===== config.mk =====
export PLATFORM = sky130hd
export DESIGN_NAME = piso_serializer
export DESIGN_NICKNAME = d
export VERILOG_FILES = /design/src/rtl/piso_serializer.sv
export SDC_FILE = /design/constraint.sdc
export NUM_CORES = 1
export LEC_CHECK = 0
export ABC_AREA = 0
export ABC_CLOCK_PERIOD_IN_PS = 2110
export CELL_PAD_IN_SITES_DETAIL_PLACEMENT = 1
export CELL_PAD_IN_SITES_GLOBAL_PLACEMENT = 1
export CORE_ASPECT_RATIO = 1.5
export CORE_UTILIZATION = 36
export CTS_BUF_LIST = sky130_fd_sc_hd__clkbuf_16
export DETAILED_ROUTE_END_ITERATION = 8
export GPL_TIMING_DRIVEN = 0
export PLACE_DENSITY_LB_ADDON = 0.05
export SLEW_MARGIN = 10
export SYNTH_ARGS = -nofsm -noshare
export SYNTH_HDL_FRONTEND = slang
export SYNTH_SLANG_ARGS = --single-unit

===== constraint.sdc =====
create_clock -name clk -period 2.11 [get_ports clk]
set_input_delay 0.422 -clock clk [delete_from_list [all_inputs] [get_ports clk]]
set_output_delay 0.422 -clock clk [all_outputs]
set_load 0.005 [all_outputs]

===== src/rtl/piso_serializer.sv =====
// piso_serializer: parallel-in / serial-out transmitter.
// Accepts an N-bit word over a valid/ready handshake. It then sends the word one bit per
// accepted transfer, either MSB-first or LSB-first. The downstream side can stall any bit.
//
// Ports:
//   clk         system clock, all state changes on posedge
//   reset       synchronous reset, active-high
//   din         parallel word to send
//   din_valid   din holds a word
//   din_ready   serializer accepts din this cycle (combinational from sout_ready)
//   lsb_first   bit order, sampled only at word load (1 = din[0] first)
//   sout        current serial bit
//   sout_valid  sout holds a valid bit
//   sout_ready  downstream takes sout this cycle
//   sout_last   sout is the final bit of the word
//   busy        word in progress (same as sout_valid)
module piso_serializer #(
   parameter int unsigned N = 8
) (
   input  logic         clk,
   input  logic         reset,
   input  logic [N-1:0] din,
   input  logic         din_valid,
   output logic         din_ready,
   input  logic         lsb_first,
   output logic         sout,
   output logic         sout_valid,
   input  logic         sout_ready,
   output logic         sout_last,
   output logic         busy
);

   localparam int unsigned CntW = $clog2(N);
   localparam logic [CntW-1:0] LastCnt = CntW'(N - 1);

   typedef enum logic [0:0] {StIdle, StShift} state_e;

   state_e          state_q, state_d;
   logic [N-1:0]    shreg_q, shreg_d;
   logic [CntW-1:0] cnt_q, cnt_d;
   logic            ord_q, ord_d;

   logic            load;
   logic            xfer;

   always_ff @(posedge clk) begin
      if (reset) begin
         state_q <= StIdle;
         shreg_q <= '0;
         cnt_q   <= '0;
         ord_q   <= 1'b0;
      end else begin
         state_q <= state_d;
         shreg_q <= shreg_d;
         cnt_q   <= cnt_d;
         ord_q   <= ord_d;
      end
   end

   always_comb begin
      sout_valid = (state_q == StShift);
      busy       = sout_valid;
      sout       = ord_q ? shreg_q[0] : shreg_q[N-1];
      sout_last  = sout_valid && (cnt_q == LastCnt);
      // A new word may be taken in the same cycle the last bit leaves.
      // This gives back-to-back words with no idle cycle between them.
      din_ready  = !sout_valid || (sout_last && sout_ready);

      load = din_valid && din_ready;
      xfer = sout_valid && sout_ready;

      state_d = state_q;
      shreg_d = shreg_q;
      cnt_d   = cnt_q;
      ord_d   = ord_q;

      if (load) begin
         shreg_d = din;
         ord_d   = lsb_first;
         cnt_d   = '0;
         state_d = StShift;
      end else if (xfer) begin
         // Zero fill. After the last bit the register is all zeros, so sout reads 0 while idle.
         shreg_d = ord_q ? (shreg_q >> 1) : (shreg_q << 1);
         if (sout_last) begin
            state_d = StIdle;
            cnt_d   = '0;
         end else begin
            cnt_d = cnt_q + CntW'(1);
         end
      end
   end

endmodule


==> metrics.txt <==
Post-Synth XOR/XNOR Area=0%; syn avg cell area=9.24 um2; mapped cell area=slightly below 800 um2; final hold slack=around 500 ps; most common cell after layout, fill and taps aside=clkdlybuf4s50_1; clock share of power=between 40 and 50%; # DRC=0; DRT Pass-1 Iters=4; Die Height=slightly below 60 um; global-route wire length before repair=3880 um; Sw Ratio=25.0%; Final ANT Viol Nets=0; worst setup slack after layout=62.7 ps; final setup violation count=0; VDD IR max=between 0.5 and 0.6 mV; cell taking the most area after synthesis=dfxtp_1; cells after synthesis=84; crit path time final=roughly 2000 ps; area of the multi-input gates=a little under 500 um2; CORE AREA=a little over 2000 um2; area delta synth->final=39.8%; Slew Limit Fails=0; WL final=about 2400 um; crit end category=primary output; Unique masters post-synth=27; startpoint types=register; CP Class=reg2out; width of the die=around 40 um; initial antenna violation count=0; number of port buffers=17; Clk Latency, worst-skew pair=roughly 250 ps; Worst EP arrival=approximately 1600 ps; RSZ-0062 raised after global routing=false; Sequential Power Share=between 30% and 40%; Pint=around 0.6 mW; Iter 0 DRT Violations=15; PwrDens=726 nW/um2; Initial Util=a little under two fifths; sw power=slightly below 0.2 mW; CTS tree=yes; Compound-Gate Fraction of Synth Area=roughly 29%; largest family of logic cells by synthesized area=compound AO/OA/AOI/OAI gates; setup tns final=0 ps; most frequent cells in the layout=clkdlybuf4s50_1 (15), dfxtp_1 (11), nand2b_1 (8), nor3_1 (8), nor2b_1 (7); CTS buffer count=3; Seq/Total Area, Yosys=between 30% and 40%; Clock Sinks=13; Final #Nets=~120; Combinational Power Share=a little under a fifth; Synth Register Bits=13; number of global-route vias before repair=about 850; Synth Warn #=0; Synth top area share=around a third; LEAKAGE=a little under 0.4 nW; Hold Violations, Final=0; MaxCap Viol Count=0; normalized max-slew margin=60.6%; IO Pins=18; CP Max Fanout=10; post-route clock period utilization=97.0%; clk buf depth=2; post-synthesis mux area share=around 2.9%; GRT Resource Usage Total=25.3%; H-tree Lvls=1; Critical Path RT=between 1500 and 2000 ps; share of post-route cells with drive strength above 1=roughly a fifth; FMAX=between 400 and 500 MHz; Adder-Cell Fraction of Synth Area=~3.2%; via count=769; fill cell count=around 240; Syn Nets=around 100; register area=263 um2; main area contributors after synthesis=dfxtp_1 (34%), a221oi_2 (7.7%), o32ai_1 (6.8%), nand2b_1 (6.5%), nor2b_1 (5.6%); Worst Max-Slew Pin Slew=around 590 ps; die area=~2300 um2; Avg WL per Cell=around 19 um; Simple-Gate Fraction of Synth Area=between 20% and 30%; worst hold path type=reg2reg; Vias/cell=approximately 6.0; GP Congestion=between 0.7 and 0.8; ANT cells=0; GRT overflow=0; pre-CTS setup slack=-357 ps; Clk Tree Root Cell=clkbuf_16; Core Rows=20; Worst Skew=about 2.4 ps; largest net degree at the start of global routing=11; Clk pin slew, worst setup/hold paths=about 50 ps; status=finished clean; HPWL after DPL=about 1500 um
-- synth_stat cells, drive strengths merged --
library cell and n:
mux2 2, a21boi 1, buf 5, a221oi 8, inv 2, clkbuf 2, nand2b 8, nand3 2
o21bai 2, nand4b 1, nor3 8, dfxtp 13, ha 2, a21oi 3, nand2 5, o32ai 6
nor2b 7, nand3b 1, nor3b 1, o21ai 2, a311oi 2, and2 1
-- kinds of logic (layout without fill, tap and decap cells) --
family	after synthesis	in the layout
flops	13	13
fa+ha+maj	2	2
simple gates	34	34
mux	2	2
compound gates	24	24
buf+inv	9	32
-- registers in the layout, summed over array words and instances (netlist names) --
signal   count
shreg_q      8
cnt_q        3
busy         1
ord_q        1
-- repair_timing --
action / CTS / global route
hold buffers: 0 / 0
buffers inserted: 1 / 1
pin swaps: 1 / 1
endpoints found under the setup margin: 3 / 1
gates resized for setup: 7 / 1
-- power groups by stage --
| stage | Combinational (mW) | Clock, mW | Sequential [mW] |
|---|---|---|---|
| finish | 0.143 | 0.364 | 0.280 |
| floorplan | 0.0825 | 0 | 0.279 |
| global placement | 0.134 | 0 | 0.284 |
| CTS | 0.142 | 0.370 | 0.280 |
| global route | 0.157 | 0.382 | 0.282 |
| detailed placement | 0.138 | 0 | 0.284 |
-- worst max-delay path, cell delays in order, from the launching register on --
cell	delay [ps]
dfxtp_2	390
buf_4	210
mux2_2	340
clkdlybuf4s50_1	440
-- final timing paths --
kind | startpoint | to | slack [ps] | depth (start not counted)
max | ord_q$_SDFFE_PP0P_ | sout | 60 | 3
min | cnt_q[1]$_SDFFE_PP0P_ | cnt_q[1]$_SDFFE_PP0P_ | 500 | 2
max reg2reg | cnt_q[0]$_SDFFE_PP0P_ | shreg_q[7]$_SDFFE_PP0P_ | 470 | 7
min reg2reg | cnt_q[1]$_SDFFE_PP0P_ | cnt_q[1]$_SDFFE_PP0P_ | 500 | 2
-- metal layers --
layer / GRT usage, % / vias up / routed length, um
met2: 44.0 / 15 / 1330
met4: 12.8 / 0 / 71
li1: - / 368 / -
met1: 25.8 / 378 / 929
met5: 0 / - / 0
met3: 6.79 / 8 / 69
-- final cells by class --
class,instances,area share (%)
Clock buffer,3,6.92
Tap cell,22,2.54
Buffer,7,3.92
Sequential cell,13,24.2
Multi-Input combinational cell,62,44.3
Inverter,2,0.923
Timing Repair Buffer,19,16.8
Clock inverter,1,0.346
-- stage by stage --
| stage | power, mW | cell area [um2] | instances | utilization, % |
|---|---|---|---|---|
| finish | 0.787 | 1080 | 129 | 53.5 |
| CTS | 0.792 | 1070 | 128 | 53.0 |
| global placement | 0.418 | 973 | 123 | 48.0 |
| global route | 0.822 | 1080 | 129 | 53.5 |
| floorplan | 0.361 | 776 | 84 | - |
| detailed placement | 0.422 | 973 | 123 | 48.0 |
No activity file was read; power rests on OpenSTA's default activity.
